<file path="src/rtl/cvxif_issue_scheduler_if.sv">
// CV-X-IF scheduler bundle: issue, commit, exe and result channels.
// The slave side is the scheduler, the master side its environment.
interface cvxif_issue_scheduler_if #(
  parameter int DEPTH    = 4,
  parameter int ID_WIDTH = 3,
  parameter int XLEN     = 32,
  parameter int NR_RS    = 3
);
  logic                      issue_valid_i;
  logic                      issue_ready_o;
  logic                      issue_accept_i;
  logic [ID_WIDTH-1:0]       issue_id_i;
  logic [NR_RS*XLEN-1:0]     issue_rs_i;
  logic [4:0]                issue_rd_i;
  logic                      issue_we_i;
  logic                      commit_valid_i;
  logic [ID_WIDTH-1:0]       commit_id_i;
  logic                      commit_kill_i;
  logic                      exe_valid_o;
  logic                      exe_ready_i;
  logic [ID_WIDTH-1:0]       exe_id_o;
  logic [NR_RS*XLEN-1:0]     exe_rs_o;
  logic                      exe_done_i;
  logic [XLEN-1:0]           exe_data_i;
  logic                      result_valid_o;
  logic                      result_ready_i;
  logic [ID_WIDTH-1:0]       result_id_o;
  logic [XLEN-1:0]           result_data_o;
  logic [4:0]                result_rd_o;
  logic                      result_we_o;
  logic [$clog2(DEPTH):0]    count_o;

  modport master (
    output issue_valid_i, issue_accept_i, issue_id_i,
    output issue_rs_i, issue_rd_i, issue_we_i,
    output commit_valid_i, commit_id_i, commit_kill_i,
    output exe_ready_i, exe_done_i, exe_data_i,
    output result_ready_i,
    input  issue_ready_o, exe_valid_o, exe_id_o, exe_rs_o,
    input  result_valid_o, result_id_o, result_data_o,
    input  result_rd_o, result_we_o, count_o
  );

  modport slave (
    input  issue_valid_i, issue_accept_i, issue_id_i,
    input  issue_rs_i, issue_rd_i, issue_we_i,
    input  commit_valid_i, commit_id_i, commit_kill_i,
    input  exe_ready_i, exe_done_i, exe_data_i,
    input  result_ready_i,
    output issue_ready_o, exe_valid_o, exe_id_o, exe_rs_o,
    output result_valid_o, result_id_o, result_data_o,
    output result_rd_o, result_we_o, count_o
  );
endinterface

</file>
<file path="src/rtl/cvxif_issue_scheduler.sv">
// In-order scoreboard for offloaded CV-X-IF instructions: tracks
// commit/kill, dispatches one at a time, returns results in issue order.
module cvxif_issue_scheduler #(
  parameter int DEPTH    = 4,
  parameter int ID_WIDTH = 3,
  parameter int XLEN     = 32,
  parameter int NR_RS    = 3
) (
  input logic                   clk_i,
  input logic                   rst_i,
  cvxif_issue_scheduler_if.slave bus
);
  localparam int PW = $clog2(DEPTH);
  localparam int CW = PW + 1;
  localparam int RW = NR_RS * XLEN;
  localparam logic [CW-1:0] FULL = CW'(DEPTH);

  typedef enum logic [2:0] {
    S_FREE,
    S_ISSUED,
    S_COMMITTED,
    S_KILLED,
    S_EXEC,
    S_DONE
  } ent_e;

  ent_e                st_q   [DEPTH];
  ent_e                st_d   [DEPTH];
  logic [ID_WIDTH-1:0] id_q   [DEPTH];
  logic [ID_WIDTH-1:0] id_d   [DEPTH];
  logic [RW-1:0]       rs_q   [DEPTH];
  logic [RW-1:0]       rs_d   [DEPTH];
  logic [4:0]          rd_q   [DEPTH];
  logic [4:0]          rd_d   [DEPTH];
  logic                we_q   [DEPTH];
  logic                we_d   [DEPTH];
  logic [XLEN-1:0]     data_q [DEPTH];
  logic [XLEN-1:0]     data_d [DEPTH];

  logic [PW-1:0] alloc_ptr_q, alloc_ptr_d;
  logic [PW-1:0] disp_ptr_q, disp_ptr_d;
  logic [PW-1:0] head_ptr_q, head_ptr_d;
  logic [PW-1:0] exe_ptr_q, exe_ptr_d;
  // count: allocated entries; pend: allocated but not yet passed by disp_ptr
  logic [CW-1:0] count_q, count_d;
  logic [CW-1:0] pend_q, pend_d;
  logic          busy_q, busy_d;

  logic issue_ready;
  logic alloc;
  logic exe_valid;
  logic disp_fire;
  logic skip;
  logic done;
  logic res_valid;
  logic res_fire;
  logic kill_free;
  logic freed;
  logic same_commit;

  assign issue_ready = !rst_i && (count_q < FULL);
  assign alloc = bus.issue_valid_i && issue_ready
              && bus.issue_accept_i;
  assign same_commit = bus.commit_valid_i
                    && (bus.commit_id_i == bus.issue_id_i);

  assign exe_valid = !rst_i && !busy_q && (pend_q != '0)
                  && (st_q[disp_ptr_q] == S_COMMITTED);
  assign disp_fire = exe_valid && bus.exe_ready_i;
  assign skip = (pend_q != '0)
             && (st_q[disp_ptr_q] == S_KILLED);
  assign done = bus.exe_done_i && busy_q;

  assign res_valid = !rst_i && (st_q[head_ptr_q] == S_DONE);
  assign res_fire = res_valid && bus.result_ready_i;
  // a killed head may only be dropped once dispatch has moved past it
  assign kill_free = (st_q[head_ptr_q] == S_KILLED)
                  && (count_q != pend_q);
  assign freed = res_fire || kill_free;

  assign bus.issue_ready_o  = issue_ready;
  assign bus.exe_valid_o    = exe_valid;
  assign bus.exe_id_o       = id_q[disp_ptr_q];
  assign bus.exe_rs_o       = rs_q[disp_ptr_q];
  assign bus.result_valid_o = res_valid;
  assign bus.result_id_o    = id_q[head_ptr_q];
  assign bus.result_data_o  = data_q[head_ptr_q];
  assign bus.result_rd_o    = rd_q[head_ptr_q];
  assign bus.result_we_o    = we_q[head_ptr_q];
  assign bus.count_o        = count_q;

  // next-state of entries, pointers and counters
  always_comb begin
    st_d        = st_q;
    id_d        = id_q;
    rs_d        = rs_q;
    rd_d        = rd_q;
    we_d        = we_q;
    data_d      = data_q;
    alloc_ptr_d = alloc_ptr_q;
    disp_ptr_d  = disp_ptr_q;
    head_ptr_d  = head_ptr_q;
    exe_ptr_d   = exe_ptr_q;
    busy_d      = busy_q;

    if (bus.commit_valid_i) begin
      for (int i = 0; i < DEPTH; i++) begin
        if (st_q[i] == S_ISSUED
            && id_q[i] == bus.commit_id_i) begin
          st_d[i] = bus.commit_kill_i ? S_KILLED
                                      : S_COMMITTED;
        end
      end
    end

    if (disp_fire) begin
      st_d[disp_ptr_q] = S_EXEC;
      exe_ptr_d        = disp_ptr_q;
      busy_d           = 1'b1;
      disp_ptr_d       = disp_ptr_q + 1'b1;
    end else if (skip) begin
      disp_ptr_d = disp_ptr_q + 1'b1;
    end

    if (done) begin
      st_d[exe_ptr_q]   = S_DONE;
      data_d[exe_ptr_q] = bus.exe_data_i;
      busy_d            = 1'b0;
    end

    if (freed) begin
      st_d[head_ptr_q] = S_FREE;
      head_ptr_d       = head_ptr_q + 1'b1;
    end

    if (alloc) begin
      id_d[alloc_ptr_q] = bus.issue_id_i;
      rs_d[alloc_ptr_q] = bus.issue_rs_i;
      rd_d[alloc_ptr_q] = bus.issue_rd_i;
      we_d[alloc_ptr_q] = bus.issue_we_i;
      if (same_commit) begin
        st_d[alloc_ptr_q] = bus.commit_kill_i ? S_KILLED
                                              : S_COMMITTED;
      end else begin
        st_d[alloc_ptr_q] = S_ISSUED;
      end
      alloc_ptr_d = alloc_ptr_q + 1'b1;
    end

    count_d = count_q + CW'(alloc) - CW'(freed);
    pend_d  = pend_q + CW'(alloc) - CW'(disp_fire || skip);
  end

  // state registers with synchronous reset
  always_ff @(posedge clk_i) begin
    if (rst_i) begin
      for (int i = 0; i < DEPTH; i++) begin
        st_q[i]   <= S_FREE;
        id_q[i]   <= '0;
        rs_q[i]   <= '0;
        rd_q[i]   <= '0;
        we_q[i]   <= 1'b0;
        data_q[i] <= '0;
      end
      alloc_ptr_q <= '0;
      disp_ptr_q  <= '0;
      head_ptr_q  <= '0;
      exe_ptr_q   <= '0;
      count_q     <= '0;
      pend_q      <= '0;
      busy_q      <= 1'b0;
    end else begin
      st_q        <= st_d;
      id_q        <= id_d;
      rs_q        <= rs_d;
      rd_q        <= rd_d;
      we_q        <= we_d;
      data_q      <= data_d;
      alloc_ptr_q <= alloc_ptr_d;
      disp_ptr_q  <= disp_ptr_d;
      head_ptr_q  <= head_ptr_d;
      exe_ptr_q   <= exe_ptr_d;
      count_q     <= count_d;
      pend_q      <= pend_d;
      busy_q      <= busy_d;
    end
  end
endmodule

</file>
<file path="src/flat_wrapper.sv">
// flat-port wrapper written by rule: the top's interface ports become plain ports
module cvxif_issue_scheduler_flat 
#(
  parameter int DEPTH    = 4,
  parameter int ID_WIDTH = 3,
  parameter int XLEN     = 32,
  parameter int NR_RS    = 3
)
  (clk_i, rst_i, bus_issue_valid_i, bus_issue_accept_i, bus_issue_id_i, bus_issue_rs_i, bus_issue_rd_i, bus_issue_we_i, bus_commit_valid_i, bus_commit_id_i, bus_commit_kill_i, bus_exe_ready_i, bus_exe_done_i, bus_exe_data_i, bus_result_ready_i, bus_issue_ready_o, bus_exe_valid_o, bus_exe_id_o, bus_exe_rs_o, bus_result_valid_o, bus_result_id_o, bus_result_data_o, bus_result_rd_o, bus_result_we_o, bus_count_o);
  cvxif_issue_scheduler_if #(.DEPTH(DEPTH), .ID_WIDTH(ID_WIDTH), .XLEN(XLEN), .NR_RS(NR_RS)) bus_i ();
  input logic clk_i;
  input logic rst_i;
  input wire logic [$bits(bus_i.issue_valid_i)-1:0] bus_issue_valid_i;
  input wire logic [$bits(bus_i.issue_accept_i)-1:0] bus_issue_accept_i;
  input wire logic [$bits(bus_i.issue_id_i)-1:0] bus_issue_id_i;
  input wire logic [$bits(bus_i.issue_rs_i)-1:0] bus_issue_rs_i;
  input wire logic [$bits(bus_i.issue_rd_i)-1:0] bus_issue_rd_i;
  input wire logic [$bits(bus_i.issue_we_i)-1:0] bus_issue_we_i;
  input wire logic [$bits(bus_i.commit_valid_i)-1:0] bus_commit_valid_i;
  input wire logic [$bits(bus_i.commit_id_i)-1:0] bus_commit_id_i;
  input wire logic [$bits(bus_i.commit_kill_i)-1:0] bus_commit_kill_i;
  input wire logic [$bits(bus_i.exe_ready_i)-1:0] bus_exe_ready_i;
  input wire logic [$bits(bus_i.exe_done_i)-1:0] bus_exe_done_i;
  input wire logic [$bits(bus_i.exe_data_i)-1:0] bus_exe_data_i;
  input wire logic [$bits(bus_i.result_ready_i)-1:0] bus_result_ready_i;
  output wire logic [$bits(bus_i.issue_ready_o)-1:0] bus_issue_ready_o;
  output wire logic [$bits(bus_i.exe_valid_o)-1:0] bus_exe_valid_o;
  output wire logic [$bits(bus_i.exe_id_o)-1:0] bus_exe_id_o;
  output wire logic [$bits(bus_i.exe_rs_o)-1:0] bus_exe_rs_o;
  output wire logic [$bits(bus_i.result_valid_o)-1:0] bus_result_valid_o;
  output wire logic [$bits(bus_i.result_id_o)-1:0] bus_result_id_o;
  output wire logic [$bits(bus_i.result_data_o)-1:0] bus_result_data_o;
  output wire logic [$bits(bus_i.result_rd_o)-1:0] bus_result_rd_o;
  output wire logic [$bits(bus_i.result_we_o)-1:0] bus_result_we_o;
  output wire logic [$bits(bus_i.count_o)-1:0] bus_count_o;
  assign bus_i.issue_valid_i = bus_issue_valid_i;
  assign bus_i.issue_accept_i = bus_issue_accept_i;
  assign bus_i.issue_id_i = bus_issue_id_i;
  assign bus_i.issue_rs_i = bus_issue_rs_i;
  assign bus_i.issue_rd_i = bus_issue_rd_i;
  assign bus_i.issue_we_i = bus_issue_we_i;
  assign bus_i.commit_valid_i = bus_commit_valid_i;
  assign bus_i.commit_id_i = bus_commit_id_i;
  assign bus_i.commit_kill_i = bus_commit_kill_i;
  assign bus_i.exe_ready_i = bus_exe_ready_i;
  assign bus_i.exe_done_i = bus_exe_done_i;
  assign bus_i.exe_data_i = bus_exe_data_i;
  assign bus_i.result_ready_i = bus_result_ready_i;
  assign bus_issue_ready_o = bus_i.issue_ready_o;
  assign bus_exe_valid_o = bus_i.exe_valid_o;
  assign bus_exe_id_o = bus_i.exe_id_o;
  assign bus_exe_rs_o = bus_i.exe_rs_o;
  assign bus_result_valid_o = bus_i.result_valid_o;
  assign bus_result_id_o = bus_i.result_id_o;
  assign bus_result_data_o = bus_i.result_data_o;
  assign bus_result_rd_o = bus_i.result_rd_o;
  assign bus_result_we_o = bus_i.result_we_o;
  assign bus_count_o = bus_i.count_o;
  cvxif_issue_scheduler #(.DEPTH(DEPTH), .ID_WIDTH(ID_WIDTH), .XLEN(XLEN), .NR_RS(NR_RS)) u_core (.clk_i(clk_i), .rst_i(rst_i), .bus(bus_i));
endmodule
</file>
<file path="config.mk">
export PLATFORM = sky130hd
export DESIGN_NAME = cvxif_issue_scheduler_flat
export DESIGN_NICKNAME = d
export VERILOG_FILES = /design/src/rtl/cvxif_issue_scheduler_if.sv /design/src/rtl/cvxif_issue_scheduler.sv /design/src/flat_wrapper.sv
export SDC_FILE = /design/constraint.sdc
export NUM_CORES = 1
export LEC_CHECK = 0
export BUFFER_PORTS_ARGS = -buffer_cell sky130_fd_sc_hd__buf_2
export CAP_MARGIN = 10
export CORE_MARGIN = 2
export CORE_UTILIZATION = 60
export CTS_BUF_LIST = sky130_fd_sc_hd__clkbuf_8
export CTS_CLUSTER_DIAMETER = 50
export DETAILED_ROUTE_END_ITERATION = 16
export PLACE_DENSITY = 0.82
export SLEW_MARGIN = 40
export SYNTH_ARGS = -nofsm -noshare
export SYNTH_HDL_FRONTEND = slang
export SYNTH_SLANG_ARGS = --single-unit
</file>
<file path="constraint.sdc">
create_clock -name clk_i -period 7.5 [get_ports clk_i]
set_input_delay 0.75 -clock clk_i [delete_from_list [all_inputs] [get_ports clk_i]]
set_output_delay 0.75 -clock clk_i [all_outputs]
set_load 0.01 [all_outputs]
</file>
==> impl_summary.txt <==
----------------------------------------------------
[Clocking]
  Number of buffers inserted to repair setup after CTS ... 0
  Cts bufs inserted ... between 80 and 90
  Post-CTS Hold Buffers ... 0
  H-tree depth ... 3
  CTS tree ... done
  Clock root buffer ... clkbuf_8
  Clk pin slew, worst setup/hold paths ... around 0.060 ns
  CTS max path bufs ... 3
  Number of clock sinks ... between 500 and 600
  Worst-skew pair later-pin latency ... 0.68 ns
  Post-CTS resize count ... 0

[Timing]
  Slew margin rel. ... 0.4003
  Actual transition at the worst max-transition pin ... 0.8996 ns
  Final hold violation count ... 0
  Summed negative setup slack over all endpoints ... 0 ns
  Count of final max-slew check failures ... 0
  Final min period ... 3.553 ns
  Share of the cycle needed by the critical path after routing ... 0.4737
  Maximum clock skew at final layout ... around 0.025 ns
  Final setup violating endpoints ... 0
  Highest attainable clock frequency ... 281.5 MHz
  RSZ-0062 raised after global routing ... no

[Global routing]
  Global-route wire length before repair ... 105.0 mm
  Pin count of the biggest net entering global routing ... 206
  Grt total ovfl ... 0
  Via count of the first global-routing pass ... 20,870
  Total track usage ... 0.3142
  Initial antenna violation count ... 12

[Synth]
  Top flip-flop cell by instance count after synthesis ... dfxtp_1
  Area of the mapped netlist ... 23,810 µm²
  Syn. warnings ... 0
  Gate count after technology mapping ... 2,767
  Portion of the post-synthesis area used by sequential elements ... 0.4835
  Post-synthesis net count ... around 2,900
  Number of enable-type register cells in the synthesized netlist ... 0
  Flip-flop and latch count after synthesis ... 575
  Post-synthesis average cell area ... 8.605 µm²
  Number of distinct library cells after synthesis ... between 40 and 50
  Synth async-reset ratio ... 0

[Final layout]
  Area growth, synth to finish ... 15.02%
  Total of fill cells in the finished design ... between 2,000 and 3,000
  Net count, final ... 3,121
  Fraction of final layout cells sized beyond drive strength 1 ... 0.2026
  Post-Layout Cell Count ... 3,558

[Placed design]
  Gpl congestion ... 0.8546
  Detailed-placement wirelength estimate ... approximately 38 mm
  Input/output buffers ... 294
  Placed insts ... 3,378

[Floorplanning]
  Overall die width ... 203.2 µm
  DIE AREA ... a little over 40,000 µm²
  Starting density of the core ... 0.6118
  Number of standard-cell rows in the floorplan ... 72
  Top-level port count ... 295
  Height of the die ... 203.2 µm
  Core area ... 38,920 µm²

[Worst setup path]
  Kind of launch point of the worst setup path ... flop
  Crit path capture type ... output pin
  Required @ worst endpoint ... 6.75 ns
  Worst Setup SP ... u_core.disp_ptr_q[1]
  Startpoint of the lowest-slack register-to-register path ... u_core.head_ptr_q[0]
  Maximum fanout count along the critical path ... 70
  Critical path class ... reg -> out
  Arrival time reported for the critical path endpoint ... 2.80 ns

[Route]
  Length of the first detailed-routing pass in iterations ... 5
  Total number of vias ... 21,040
  Remaining antenna violation count after routing ... 0
  Number of DRC markers in iteration 0 ... 2,089
  Total wire length after detailed routing ... 66.43 mm
  Vias per Instance ... ~6
  DRC viols ... 0
  Average wire per cell in the routed design ... 18.67 µm

[Run status]
  Status ... complete, no violations

[Power and ir drop]
  Leak Pwr ... 9.686 nW
  Post-route total power ... 6.013 mW
  Max rail drop VDD ... ~0.21 mV
  PwrDens ... approximately 220 nW/µm²

[Run]
  Max-capacitance violation count ... 0

[Hold path]
  Worst min-delay path startpoint ... bus_issue_rs_i[43]
  Worst min-delay path category ... in -> reg

----------------------------------------------------
cells by family (layout without fill, tap and decap cells):
group | count (synthesis) | after routing | share of synthesized area
and+or+nand+nor | 1177 | 1177 | 0.1914
AOI/OAI and AO/OA | 587 | 587 | 0.1271
DFF | 575 | 575 | 0.4835
buffers and inverters | 237 | 495 | 0.03973
muxes | 148 | 148 | 0.1389
xor gates and xnor gates | 25 | 25 | 0.009196
adders and majority gates | 18 | 18 | 0.01009
other | 0 | 15 | 0
critical path: stages (launching register included):
cell	delay, ns
dfxtp_4	0.73
buf_6	0.72
mux4_2	0.46
buf_2	0.17
cell usage after synthesis (4+ instances only):
cell type     n  area share
inv_1        13      0.0020
mux4_2      146        0.14
nand2_1    1112        0.18
ha_1         16      0.0084
a211oi_1      4      0.0013
nand2b_1      8      0.0021
nor4_1        4      0.0011
a211o_1       4      0.0015
xnor2_1      10      0.0037
nor3_1        6      0.0013
buf_2        33      0.0069
nor2b_1       9      0.0024
xor2_1       15      0.0055
a21oi_1     559        0.12
and2_1        4      0.0011
nor2_1       17      0.0027
dfxtp_1     575        0.48
clkbuf_1    172       0.027
buf_1        16      0.0025
layer usage:
metal	GRT usage	vias up	wire [µm]
li1	-	9684	-
met1	0.3808	10190	25570
met2	0.5410	988	33160
met3	0.06392	170	5551
met4	0.1418	8	2087
met5	0	-	55
where the power goes:
group,total [mW],internal (mW),switching [mW]
Clock,2.63,1.40,1.23
Combinational,0.287,0.101,0.186
Sequential,3.10,3.08,0.0159
Total,6.01,4.58,1.43
final timing paths:
| path | endpoint | slack (ns) | cells after the start |
|---|---|---|---|
| max reg2reg | u_core.bus.count_o[2] | 4.24 | 10 |
| min | u_core.rs_q[331] | 0.34 | 3 |
| max | bus_exe_rs_o[38] | 3.95 | 3 |
| min reg2reg | u_core.rs_q[114] | 0.45 | 2 |
per-stage QoR:
stage | area [µm²] | utilization | hold slack [ns] | setup slack [ns]
finish | 27390 | 0.7037 | 0.3361 | 3.947
global placement | 25300 | 0.6501 | 0.4380 | 3.302
global route | 27360 | 0.7031 | 0.3347 | 3.902
detailed placement | 25430 | 0.6535 | 0.4433 | 3.810
CTS | 27250 | 0.7003 | 0.3099 | 3.916
floorplan | 23810 | - | 0.4331 | 4.597
state kept, by name, indices dropped and copies added, names as in the netlist:
name                cells
u_core.head_ptr_q       2
u_core.exe_ptr_q        2
u_core.rs_q           384
u_core.pend_q           3
u_core.alloc_ptr_q      2
u_core.bus.count_o      3
u_core.data_q         128
u_core.id_q            12
u_core.rd_q            20
u_core.st_q            12
u_core.disp_ptr_q       2
u_core.we_q             4
u_core.busy_q           1
cell usage in the layout (no fill, tap or decap), types with 5 or more instances in the layout:
cell type and n:
xnor2_1 10, clkinv_2 7, buf_4 10, buf_2 293, buf_12 5, dfxtp_1 571
inv_1 47, buf_16 5, clkbuf_8 114, mux4_2 146, nand2b_1 8, nor2b_1 9
xor2_1 15, nor2_1 17, ha_1 16, nand2_1 1108, nor3_1 5, a21oi_1 559
diode_2 15
layout make-up:
cell class | count | area (µm²) | share of cell area
timing repair buffer | 319 | 1853 | 0.06767
sequential | 575 | 11520 | 0.4208
clock buffer | 113 | 1555 | 0.05679
inverter | 14 | 52.55 | 0.001919
tap | 518 | 648.1 | 0.02367
antenna | 15 | 37.54 | 0.001371
clock inverter | 49 | 265.3 | 0.009686
multi-input combinational | 1955 | 11450 | 0.4181
Note: power is estimated with default switching activity, not from simulation.
